$ cat src/rtl/pipeline_wb_stage5_if.sv
// Writeback-stage bundle: MEM-side writeback inputs, mul/div result handshake,
// registered regfile write port and busy scoreboard.
interface pipeline_wb_stage5_if #(
  parameter int XLEN = 64,
  parameter int NREG = 32
);
  localparam int RW = $clog2(NREG);

  logic            stall;
  logic            rf_wr_en_MEM;
  logic [RW-1:0]   rd_MEM;
  logic [1:0]      rf_wr_sel_MEM;
  logic [XLEN-1:0] alu_result_MEM;
  logic [XLEN-1:0] dm_rdata_MEM;
  logic [XLEN-1:0] pc_MEM;
  logic [XLEN-1:0] imm_MEM;

  logic            m_issue;
  logic [RW-1:0]   m_issue_rd;
  logic            m_done;
  logic [RW-1:0]   m_rd;
  logic [XLEN-1:0] m_result;
  logic            m_ready;

  logic            stall_req;
  logic            rf_wr_en;
  logic [RW-1:0]   rf_wr_addr;
  logic [XLEN-1:0] rf_wr_data;
  logic [NREG-1:0] busy;

  modport master (
    output stall, rf_wr_en_MEM, rd_MEM, rf_wr_sel_MEM,
           alu_result_MEM, dm_rdata_MEM, pc_MEM, imm_MEM,
           m_issue, m_issue_rd, m_done, m_rd, m_result,
    input  m_ready, stall_req, rf_wr_en, rf_wr_addr, rf_wr_data, busy
  );

  modport slave (
    input  stall, rf_wr_en_MEM, rd_MEM, rf_wr_sel_MEM,
           alu_result_MEM, dm_rdata_MEM, pc_MEM, imm_MEM,
           m_issue, m_issue_rd, m_done, m_rd, m_result,
    output m_ready, stall_req, rf_wr_en, rf_wr_addr, rf_wr_data, busy
  );
endinterface

$ cat src/rtl/pipeline_wb_stage5.sv
// RV64 writeback stage: selects the MEM writeback value, merges mul/div results
// through a one-entry hold buffer, drives the registered regfile write port and busy scoreboard.
module pipeline_wb_stage5 #(
  parameter int XLEN = 64,
  parameter int NREG = 32
) (
  input  logic clk,
  input  logic reset,
  pipeline_wb_stage5_if.slave wb
);
  localparam int RW = $clog2(NREG);

  logic            hold_valid;
  logic [RW-1:0]   hold_rd;
  logic [XLEN-1:0] hold_data;

  logic            wr_en_q;
  logic [RW-1:0]   wr_addr_q;
  logic [XLEN-1:0] wr_data_q;
  logic            wr_is_m_q;
  logic [NREG-1:0] busy_q;

  logic [XLEN-1:0] pipe_val;
  logic            pipe_wr, m_ready_i, m_acc;
  logic            wr_en, wr_is_m, hold_fill;
  logic [RW-1:0]   wr_addr;
  logic [XLEN-1:0] wr_data;
  logic [NREG-1:0] set_mask, clr_mask, busy_nxt;

  always_comb begin
    case (wb.rf_wr_sel_MEM)
      2'b00:   pipe_val = wb.alu_result_MEM;
      2'b01:   pipe_val = wb.dm_rdata_MEM;
      2'b10:   pipe_val = wb.pc_MEM + XLEN'(4);
      default: pipe_val = wb.imm_MEM;
    endcase
  end

  assign pipe_wr      = wb.rf_wr_en_MEM & ~wb.stall & (wb.rd_MEM != '0);
  assign m_ready_i    = reset & ~hold_valid;
  // x0 results are accepted but never written or buffered
  assign m_acc        = wb.m_done & m_ready_i & (wb.m_rd != '0);
  assign wb.m_ready   = m_ready_i;
  assign wb.stall_req = reset & hold_valid & pipe_wr;

  // write port priority: hold buffer > pipeline > direct mul/div
  always_comb begin
    wr_en     = 1'b0;
    wr_is_m   = 1'b0;
    wr_addr   = '0;
    wr_data   = '0;
    hold_fill = 1'b0;
    if (hold_valid) begin
      wr_en   = 1'b1;
      wr_is_m = 1'b1;
      wr_addr = hold_rd;
      wr_data = hold_data;
    end else if (pipe_wr) begin
      wr_en     = 1'b1;
      wr_addr   = wb.rd_MEM;
      wr_data   = pipe_val;
      hold_fill = m_acc;
    end else if (m_acc) begin
      wr_en   = 1'b1;
      wr_is_m = 1'b1;
      wr_addr = wb.m_rd;
      wr_data = wb.m_result;
    end
  end

  // busy clears when the mul/div write commits to the regfile; a same-cycle set wins
  always_comb begin
    set_mask = '0;
    clr_mask = '0;
    if (wb.m_issue && wb.m_issue_rd != '0) set_mask = NREG'(1) << wb.m_issue_rd;
    if (wr_en_q && wr_is_m_q)              clr_mask = NREG'(1) << wr_addr_q;
    busy_nxt    = (busy_q & ~clr_mask) | set_mask;
    busy_nxt[0] = 1'b0;
  end

  always_ff @(posedge clk) begin
    if (!reset) begin
      wr_en_q    <= 1'b0;
      wr_addr_q  <= '0;
      wr_data_q  <= '0;
      wr_is_m_q  <= 1'b0;
      hold_valid <= 1'b0;
      hold_rd    <= '0;
      hold_data  <= '0;
      busy_q     <= '0;
    end else begin
      wr_en_q   <= wr_en;
      wr_is_m_q <= wr_en & wr_is_m;
      if (wr_en) begin
        wr_addr_q <= wr_addr;
        wr_data_q <= wr_data;
      end
      if (hold_valid) begin
        hold_valid <= 1'b0;
      end else if (hold_fill) begin
        hold_valid <= 1'b1;
        hold_rd    <= wb.m_rd;
        hold_data  <= wb.m_result;
      end
      busy_q <= busy_nxt;
    end
  end

  assign wb.rf_wr_en   = wr_en_q;
  assign wb.rf_wr_addr = wr_addr_q;
  assign wb.rf_wr_data = wr_data_q;
  assign wb.busy       = busy_q;
endmodule

$ cat src/flat_wrapper.sv
// flat-port wrapper written by rule: the top's interface ports become plain ports
module pipeline_wb_stage5_flat 
#(
  parameter int XLEN = 64,
  parameter int NREG = 32
)
  (clk, reset, wb_stall, wb_rf_wr_en_MEM, wb_rd_MEM, wb_rf_wr_sel_MEM, wb_alu_result_MEM, wb_dm_rdata_MEM, wb_pc_MEM, wb_imm_MEM, wb_m_issue, wb_m_issue_rd, wb_m_done, wb_m_rd, wb_m_result, wb_m_ready, wb_stall_req, wb_rf_wr_en, wb_rf_wr_addr, wb_rf_wr_data, wb_busy);
  pipeline_wb_stage5_if #(.XLEN(XLEN), .NREG(NREG)) wb_i ();
  input  logic clk;
  input  logic reset;
  input wire logic [$bits(wb_i.stall)-1:0] wb_stall;
  input wire logic [$bits(wb_i.rf_wr_en_MEM)-1:0] wb_rf_wr_en_MEM;
  input wire logic [$bits(wb_i.rd_MEM)-1:0] wb_rd_MEM;
  input wire logic [$bits(wb_i.rf_wr_sel_MEM)-1:0] wb_rf_wr_sel_MEM;
  input wire logic [$bits(wb_i.alu_result_MEM)-1:0] wb_alu_result_MEM;
  input wire logic [$bits(wb_i.dm_rdata_MEM)-1:0] wb_dm_rdata_MEM;
  input wire logic [$bits(wb_i.pc_MEM)-1:0] wb_pc_MEM;
  input wire logic [$bits(wb_i.imm_MEM)-1:0] wb_imm_MEM;
  input wire logic [$bits(wb_i.m_issue)-1:0] wb_m_issue;
  input wire logic [$bits(wb_i.m_issue_rd)-1:0] wb_m_issue_rd;
  input wire logic [$bits(wb_i.m_done)-1:0] wb_m_done;
  input wire logic [$bits(wb_i.m_rd)-1:0] wb_m_rd;
  input wire logic [$bits(wb_i.m_result)-1:0] wb_m_result;
  output wire logic [$bits(wb_i.m_ready)-1:0] wb_m_ready;
  output wire logic [$bits(wb_i.stall_req)-1:0] wb_stall_req;
  output wire logic [$bits(wb_i.rf_wr_en)-1:0] wb_rf_wr_en;
  output wire logic [$bits(wb_i.rf_wr_addr)-1:0] wb_rf_wr_addr;
  output wire logic [$bits(wb_i.rf_wr_data)-1:0] wb_rf_wr_data;
  output wire logic [$bits(wb_i.busy)-1:0] wb_busy;
  assign wb_i.stall = wb_stall;
  assign wb_i.rf_wr_en_MEM = wb_rf_wr_en_MEM;
  assign wb_i.rd_MEM = wb_rd_MEM;
  assign wb_i.rf_wr_sel_MEM = wb_rf_wr_sel_MEM;
  assign wb_i.alu_result_MEM = wb_alu_result_MEM;
  assign wb_i.dm_rdata_MEM = wb_dm_rdata_MEM;
  assign wb_i.pc_MEM = wb_pc_MEM;
  assign wb_i.imm_MEM = wb_imm_MEM;
  assign wb_i.m_issue = wb_m_issue;
  assign wb_i.m_issue_rd = wb_m_issue_rd;
  assign wb_i.m_done = wb_m_done;
  assign wb_i.m_rd = wb_m_rd;
  assign wb_i.m_result = wb_m_result;
  assign wb_m_ready = wb_i.m_ready;
  assign wb_stall_req = wb_i.stall_req;
  assign wb_rf_wr_en = wb_i.rf_wr_en;
  assign wb_rf_wr_addr = wb_i.rf_wr_addr;
  assign wb_rf_wr_data = wb_i.rf_wr_data;
  assign wb_busy = wb_i.busy;
  pipeline_wb_stage5 #(.XLEN(XLEN), .NREG(NREG)) u_core (.clk(clk), .reset(reset), .wb(wb_i));
endmodule
$ cat config.mk
export PLATFORM = sky130hd
export DESIGN_NAME = pipeline_wb_stage5_flat
export DESIGN_NICKNAME = d
export VERILOG_FILES = /design/src/rtl/pipeline_wb_stage5_if.sv /design/src/rtl/pipeline_wb_stage5.sv /design/src/flat_wrapper.sv
export SDC_FILE = /design/constraint.sdc
export NUM_CORES = 1
export LEC_CHECK = 0
export ABC_AREA = 1
export CORE_AREA = 2 2 176 178
export DETAILED_ROUTE_END_ITERATION = 12
export DIE_AREA = 0 0 178 180
export PLACE_DENSITY = 0.78
export SYNTH_ARGS = -nofsm -noshare
export SYNTH_HDL_FRONTEND = slang
export SYNTH_SLANG_ARGS = --single-unit
$ cat constraint.sdc
create_clock -name clk -period 4.2 [get_ports clk]
set_input_delay 0.84 -clock clk [delete_from_list [all_inputs] [get_ports clk]]
set_output_delay 0.84 -clock clk [all_outputs]
set_load 0.01 [all_outputs]
# After elaboration in Yosys (flattened, before gate mapping)
# Index checks and enable logic that the tools add are counted.
[word_totals] ff_bits=173 output_inout_bits=104 elab_cells=53
[op_classes] addsub=1 eq_ne=2 n_shift=2 mux=17 bitwise_logic=14 reduce_logical=8
[ops] cell="64-bit two-way mux" count=3
[ops] cell="64-bit one-hot mux with 3 select lines" count=1
[ops] cell="64-bit by 3-bit adder with 64-bit output (second input constant)" count=1
[ops] cell="32-bit two-way mux" count=2
[ops] cell="1-bit by 5-bit left shift with 32-bit output (first input constant)" count=2
[ops] cell="32-bit AND" count=1
[ops] cell="32-bit NOT" count=1
[ops] cell="32-bit OR" count=1
[ops] cell="5-bit two-way mux" count=3
[ops] cell="5-bit nonzero test" count=3
[ops] cell="1-bit AND" count=8
[ops] cell="1-bit two-way mux" count=8
[ops] cell="1-bit NOT" count=3
[ops] cell="2-bit by 1-bit == test with 1-bit output (second input constant)" count=1
[ops] cell="2-bit == test (second input constant)" count=1
[ops] cell="1-bit logical AND" count=2
[ops] cell="2-bit zero test" count=1
[ops] cell="2-bit AND reduction" count=1
[ops] cell="2-bit OR reduction" count=1

# Longest topological paths before layout
# Gate-level depths: netlist of the first run.
[depth] ltp_word=8 depth_mapped=15 mapped_depth_nobuf=15

# Worst setup path before layout of the first run
# Ideal clock, no wire load.
[synth_timing] path_kind="in2out" start="input port wb_rd_MEM[2]" end="output port wb_stall_req" t_arrival_ns=1.629 required_time_ns=3.360 slack_ns=1.731 stages=5 path_buffers=1 cell_sequence="inv_1 > nand3_1 > nand3_2 > clkbuf_1 > nor3_1"
[synth_between] elab_chain_len=3
[synth_lines] item="start, declared" line="flat_wrapper.sv:13" text="input wire logic [$bits(wb_i.rd_MEM)-1:0] wb_rd_MEM;"
[synth_lines] item="5-bit nonzero test" line="pipeline_wb_stage5.sv:39" text="assign pipe_wr = wb.rf_wr_en_MEM & ~wb.stall & (wb.rd_MEM != '0);"
[synth_lines] item="1-bit AND" line="pipeline_wb_stage5.sv:39"
[synth_lines] item="1-bit AND" line="pipeline_wb_stage5.sv:44" text="assign wb.stall_req = reset & hold_valid & pipe_wr;"
[synth_lines] item="end, declared" line="flat_wrapper.sv:25" text="output wire logic [$bits(wb_i.stall_req)-1:0] wb_stall_req;"
# Every way passes these cells.

# Worst setup path after layout of the first run
[layout_timing] start="input port wb_rd_MEM[3]" end="output port wb_stall_req"
# The elaborated chain is that of the path after synthesis.

==> impl_metrics.csv, run 1 <==
group,metric,value,unit
sta,period_needed,3161,ps
cts,path_clk_slew,70,ps
detailed_routing,drc,0,
cts,insertion_delay,430,ps
detailed_routing,via_per_inst,5.354,
run_status,outcome,"completed",
cts,htree_num_levels,4,
yosys,synth_area_leaders,"dfxtp_1, nand2_1, nor2_1",
setup_path,critical-path-top-delay-family,"buffers and inverters",
power_and_ir_drop,p_comb_share,25.1,%
yosys,yosys.cell_types.count,43,
yosys,synth_top_area_share,30.62,%
cells_and_area,regArea,0.003445,mm2
sta,max_freq,316.3,MHz
yosys,yosys.area.top_type,"dfxtp_1",
detailed_routing,post_drt_wl_per_cell,20.07,um
cells_and_area,layout.cells.non_filler,2721,
yosys,async_reset_ff_share,0,%
sta,timing.final.ws_setup,1039,ps
cells_and_area,fillers,3062,
cells_and_area,syn_to_final_growth,46.24,%
yosys,synth_edf_count,0,
yosys,synth_flop_cell,"dfxtp_1",
placed_design,place_inst,2685,
floorplanning,die_h,180,um
cts,cts.path.max_buffers,2,
setup_path,critPathArrivalTime,2320,ps
setup_path,slowest_delay,590,ps
detailed_routing,vias,14570,
floorplanning,die_w,178,um
grt,grt_antenna_before_repair,3,
setup_path,cp_num_buf_inv,2,
cts,cts_resized,0,
setup_path,startpoint_type,"input pin",
setup_path,path_class,"in -> out",
sta,fin_setup_tns,0,ps
power_and_ir_drop,ir_worst_vdd,0.2778,mV
power_and_ir_drop,power_frac_clock,35.7,%
cells_and_area,drive_gt1_share,3.964,%
power_and_ir_drop,p_per_area,269.9,mW/mm2
cts,ctsHoldBuffers,0,
yosys,ys_seq_elements,172,
detailed_routing,drtIter0Drc,1333,
floorplanning,dieArea,0.03204,mm2
sta,worst_pin_slew,1285,ps
placed_design,dp_hpwl,42.67,mm
floorplanning,io_pins,447,
yosys,synth_warnings,0,
cts,cts_setup_buffers,0,
detailed_routing,drtPass1Iterations,8,
floorplanning,placementRows,64,
yosys,syn_nets,2270,
grt,grt_pass1_wl,81.61,mm
floorplanning,start_util,37.25,%
sta,hold_viol_final,0,
grt,first_global_vias,13900,
setup_path,cp_data_required_time,3360,ps
yosys,syn_inst,1926,
grt,grt_usage,33.55,%
placed_design,gp_congestion,1.006,
cts,cts_tree,"built",
cells_and_area,final_nets,2652,
power_and_ir_drop,swShare,30.98,%
yosys,synth_commonest_cells,"nand2_1, nor2_1, dfxtp_1",
setup_path,crit_path_cell_trace,"clkdlybuf4s50_1 -> nor2_1 -> nand3_1 -> nand3_2 -> nor3_1 -> clkdlybuf4s50_1",
power_and_ir_drop,p_seq_share,39.3,%
power_and_ir_drop,p_total,4.438,mW
cts,cts_sinks,172,
detailed_routing,ant_nets,0,
grt,grt_max_degree,74,
setup_path,path_max_fanout,3,
job,cap_violations,0,
sta,setup_viol,0,
placed_design,place_ws,668.4,ps
power_and_ir_drop,power.internal,3.063,mW
detailed_routing,drt_wl_total,54.62,mm
sta,finalCritPeriodShare,75.27,%
placed_design,port_buffers,445,
floorplanning,coreArea,0.03019,mm2
cts,cts-root-buf,"clkbuf_16",
setup_path,crit_top_cell,"clkdlybuf4s50_1",
cells_and_area,multi_input_area,0.006835,mm2
sta,finClkSkew,11.00,ps
power_and_ir_drop,leakagePower,6.963,nW
yosys,syn_area_per_cell,5.839,um2
setup_path,cp_slowest_cell,"clkdlybuf4s50_1",
hold_path,hold_path.class,"reg -> reg",
grt,grt_overflow,0,
yosys,yosysMostFrequentCell,"nand2_1",
cts,cts_buffers,17,
yosys,ys_seq_area_share,30.62,%
sta,slew_headroom,14.11,%
setup_path,cp-end-kind,"primary output",
power_and_ir_drop,switching_power,1.375,mW
sta,maxSlewViolCount,0,
cells_and_area,utilization,54.48,%
sta,rsz0062_at_grt,"false",
yosys,synthesis.area,0.01125,mm2
==> logic make-up after synthesis <==
group / synth area share (%)
AOI/OAI and AO/OA: 19.19
other: 0.03335
buffers and inverters: 8.689
DFF: 30.62
and+or+nand+nor: 41.36
adders and majority gates: 0.1112
==> power by group through the flow <==
stage	Combinational [mW]	Sequential, mW	Clock [mW]
6_report	1.11	1.74	1.58
5_1_grt	1.20	1.75	1.67
4_1_cts	1.11	1.74	1.59
3_5_place_dp	1.10	1.78	0
3_3_place_gp	1.10	1.78	0
2_1_floorplan	0.426	1.79	0
==> path summary, 6_finish.rpt <==
path,start,end,slack [ps],depth (start not counted)
max,wb_rd_MEM[3],wb_stall_req,1040,6
min,u_core.wb.rf_wr_data[56]$_SDFFE_PN0P_,u_core.wb.rf_wr_data[56]$_SDFFE_PN0P_,460,2
max reg2reg,u_core.hold_valid$_SDFF_PN0_,u_core.wb.rf_wr_data[12]$_SDFFE_PN0P_,1480,8
min reg2reg,u_core.wb.rf_wr_data[56]$_SDFFE_PN0P_,u_core.wb.rf_wr_data[56]$_SDFFE_PN0P_,460,2
==> area by class of cell <==
cell class	instances	area share, %
diodes	4	0.06086
inverters	123	2.823
clock inverters	14	0.9434
multi-input cells	1529	41.56
flip-flops and latches	172	20.94
clock buffers	18	2.610
repair buffers	465	28.04
well taps	396	3.013
==> routing by layer <==
layer  track usage (%)  vias to the layer above  wire length, um
met5                 0                        -               12
met4             16.85                        2             3043
met3             5.668                      141             4503
met2             55.78                      751            25370
met1             41.50                     6646            21690
li1                  -                     7029                -
==> worst reg2reg max path: stages, from the launching register on <==
cell,delay [ps]
dfxtp_2,330
inv_4,570
and3_4,360
nand2_2,80
nand3_2,160
nand2_4,350
inv_2,460
o21ai_0,140
o21ai_0,190
==> through the flow <==
stage | instance area (um2) | hold WS, ps
3_5_place_dp | 15850 | 442.9
3_3_place_gp | 15850 | 439.4
6_report | 16450 | 455.3
4_1_cts | 16440 | 456.4
2_1_floorplan | 11250 | 429.7
5_1_grt | 16440 | 463.5
==> flip-flops by register name (all words and copies together) (netlist names) <==
signal and cells:
u_core.hold_data 64, u_core.wb.rf_wr_data 64, u_core.wb.busy 31, u_core.hold_rd 5, u_core.wb.rf_wr_addr 5, u_core.hold_valid 1, u_core.wb.rf_wr_en 1, u_core.wr_is_m_q 1
==> placed cells by master, fill, tap and decap left out, types with 2 or more instances in the layout <==
master	synthesis	layout
inv_6	0	4
a21boi_0	2	2
nor3_1	14	14
clkinv_4	0	2
nand3_1	110	110
a31oi_1	8	8
a21oi_1	125	125
o21bai_1	18	18
or2_2	2	2
dfxtp_1	172	171
a41oi_1	3	3
inv_1	115	114
clkdlybuf4s50_1	0	444
nand2_2	8	8
clkinvlp_4	0	3
inv_2	6	7
nand3_2	2	2
inv_8	0	3
a221oi_1	41	41
nor2_4	8	10
o21ai_1	26	26
buf_4	8	19
nor4_1	4	4
clkbuf_16	0	17
diode_2	0	4
nand4_1	14	14
nand2_1	600	600
nor2_2	6	4
nand2_4	3	3
o21ai_0	147	147
nor2_1	373	373
o211ai_1	4	4
o22ai_1	2	2
Power figures use the tool's default switching activity.
==> run 2, diff against run 1 <==
- clock period: 4.2 -> 3.1 ns (I/O delays scaled with it)
==> run 2 against run 1 <==
Net effect: critical endpoint unchanged; clock skew decreased by 1.8 ps; clock power increased by 45%; non-clock buffer count is 27 higher; highest routed layer unchanged.
==> impl_metrics.csv, run 2 (same netlist as run 1, synthesis figures left out) <==
group,metric,value,unit
sta,setup_viol,0,
placed_design,port_buffers,445,
cts,cts_setup_buffers,0,
job,cap_violations,0,
cts,cts-root-buf,"clkbuf_16",
detailed_routing,post_drt_wl_per_cell,20.02,um
setup_path,critical-path-top-delay-family,"buffers and inverters",
grt,grt_antenna_before_repair,11,
detailed_routing,drc,0,
cts,htree_num_levels,4,
cells_and_area,drive_gt1_share,5.070,%
setup_path,critPathArrivalTime,2010,ps
sta,slew_headroom,45.83,%
grt,grt_overflow,0,
setup_path,cp_data_required_time,2480,ps
placed_design,gp_congestion,0.9999,
power_and_ir_drop,leakagePower,7.155,nW
setup_path,reg2reg_from,"u_core.hold_valid$_SDFF_PN0_",
detailed_routing,vias,14840,
setup_path,cp_slowest_cell,"clkdlybuf4s50_1",
placed_design,place_inst,2712,
setup_path,slowest_delay,560,ps
cts,insertion_delay,430,ps
grt,grt_max_degree,71,
floorplanning,io_pins,447,
floorplanning,placementRows,64,
cells_and_area,final_nets,2679,
placed_design,dp_hpwl,43.19,mm
setup_path,path_max_fanout,2,
sta,timing.final.ws_setup,468.0,ps
cells_and_area,layout.cells.non_filler,2749,
sta,finClkSkew,9.170,ps
cts,cts_buffers,17,
sta,maxSlewViolCount,0,
detailed_routing,drt_wl_total,55.05,mm
grt,grt_pass1_wl,81.53,mm
floorplanning,die_w,178,um
cts,cts_tree,"built",
power_and_ir_drop,p_per_area,370.1,mW/mm2
power_and_ir_drop,ir_worst_vdd,0.4327,mV
setup_path,r2r_end,"u_core.wb.rf_wr_data[14]$_SDFFE_PN0P_",
setup_path,crit_path_cell_trace,"clkdlybuf4s50_1 -> nor2_1 -> nand3_1 -> nand3_2 -> nor3_1 -> clkdlybuf4s50_1",
detailed_routing,drtIter0Drc,1219,
cts,ctsHoldBuffers,0,
setup_path,crit_top_cell,"clkdlybuf4s50_1",
cells_and_area,fillers,2976,
sta,rsz0062_at_grt,"false",
cts,cts.path.max_buffers,2,
setup_path,path_class,"in -> out",
setup_path,cp_num_buf_inv,2,
floorplanning,start_util,37.25,%
cts,cts_resized,0,
setup_path,r2r_cells,7,
hold_path,worstHoldStart,"u_core.hold_data[63]$_SDFFE_PN0P_",
hold_path,worstHoldEndpoint,"u_core.hold_data[63]$_SDFFE_PN0P_",
sta,max_freq,379.9,MHz
setup_path,startpoint_type,"input pin",
detailed_routing,ant_nets,0,
setup_path,cp-end-kind,"primary output",
floorplanning,die_h,180,um
sta,fin_setup_tns,0,ps
grt,first_global_vias,13930,
placed_design,place_ws,175.5,ps
detailed_routing,via_per_inst,5.397,
hold_path,hold_depth,2,
sta,finalCritPeriodShare,84.90,%
hold_path,hold_path.class,"reg -> reg",
cts,path_clk_slew,70,ps
floorplanning,coreArea,0.03019,mm2
setup_path,ff2ff_setup_slack,980,ps
cells_and_area,syn_to_final_growth,49.49,%
sta,period_needed,2632,ps
sta,hold_viol_final,0,
grt,grt_usage,33.54,%
cells_and_area,layout_common_cells,"nand2_1, clkdlybuf4s50_1, nor2_1",
cts,cts_sinks,172,
floorplanning,dieArea,0.03204,mm2
detailed_routing,drtPass1Iterations,5,
cells_and_area,final_common_cell,"nand2_1",
sta,worst_pin_slew,812.6,ps
run_status,outcome,"completed",
## run 2: cell count changes in the layout (fill, tap and decap cells not counted)
cell	change
buf_12	+10
buf_4	+17
bufinv_16	+2
clkbuf_1	-1
clkbuf_8	+1
clkinv_8	-1
clkinvlp_4	-1
diode_2	+2
inv_6	+1
inv_8	-2
## run 2: routing by layer
metal	wire length, um	vias to the layer above	track usage, %
li1	-	7085	-
met1	21750	6813	41.14
met2	25420	799	55.15
met3	4721	130	6.324
met4	3108	8	18.00
met5	51	-	0
## run 2: how the worst max path moves through the flow
stage	start	to	slack, ps	cells after the start
2_1_floorplan	wb_rd_MEM[2]	wb_stall_req	1070	5
3_3_place_gp	wb_pc_MEM[3]	u_core.wb.rf_wr_data[26]$_SDFFE_PN0P_	200	10
3_5_place_dp	wb_pc_MEM[3]	u_core.wb.rf_wr_data[26]$_SDFFE_PN0P_	180	10
4_1_cts	wb_rd_MEM[1]	wb_stall_req	480	6
5_1_grt	wb_pc_MEM[3]	u_core.wb.rf_wr_data[26]$_SDFFE_PN0P_	390	10
6_report	wb_rd_MEM[1]	wb_stall_req	470	6
## run 2: cell type report
type | instances | area, um2 | share of cell area (%)
antenna | 6 | 15.01 | 0.08931
clock buffer | 18 | 439.2 | 2.612
clock inverter | 13 | 177.7 | 1.057
inverter | 123 | 464.2 | 2.761
multi-input combinational | 1529 | 6835 | 40.66
sequential | 172 | 3445 | 20.49
tap | 396 | 495.5 | 2.947
timing repair buffer | 492 | 4940 | 29.38
## run 2: report_power, final
group          switching, mW  leakage [nW]  internal [mW]
registers             0.0610          1.40           2.30
clock network          0.979         0.296           1.31
logic                  0.820          5.46          0.752
total                   1.86          7.15           4.36
## run 2: per-stage QoR
step | area, um2 | utilization (%) | hold slack [ps] | total power [mW]
2_1_floorplan | 11250 | - | 429.7 | 2.996
3_3_place_gp | 16180 | 53.59 | 438.7 | 3.954
3_5_place_dp | 16180 | 53.59 | 443.1 | 3.962
4_1_cts | 16800 | 55.64 | 456.4 | 6.213
5_1_grt | 16810 | 55.69 | 468.5 | 6.451
6_report | 16810 | 55.69 | 456.0 | 6.222
## run 2: worst reg2reg max path, stage by stage (launching register included)
cell and delay, ps:
dfxtp_2 340, inv_4 260, buf_4 510, nand3_2 270, nand2_4 170, inv_2 190, o21ai_0 160, o21ai_1 100
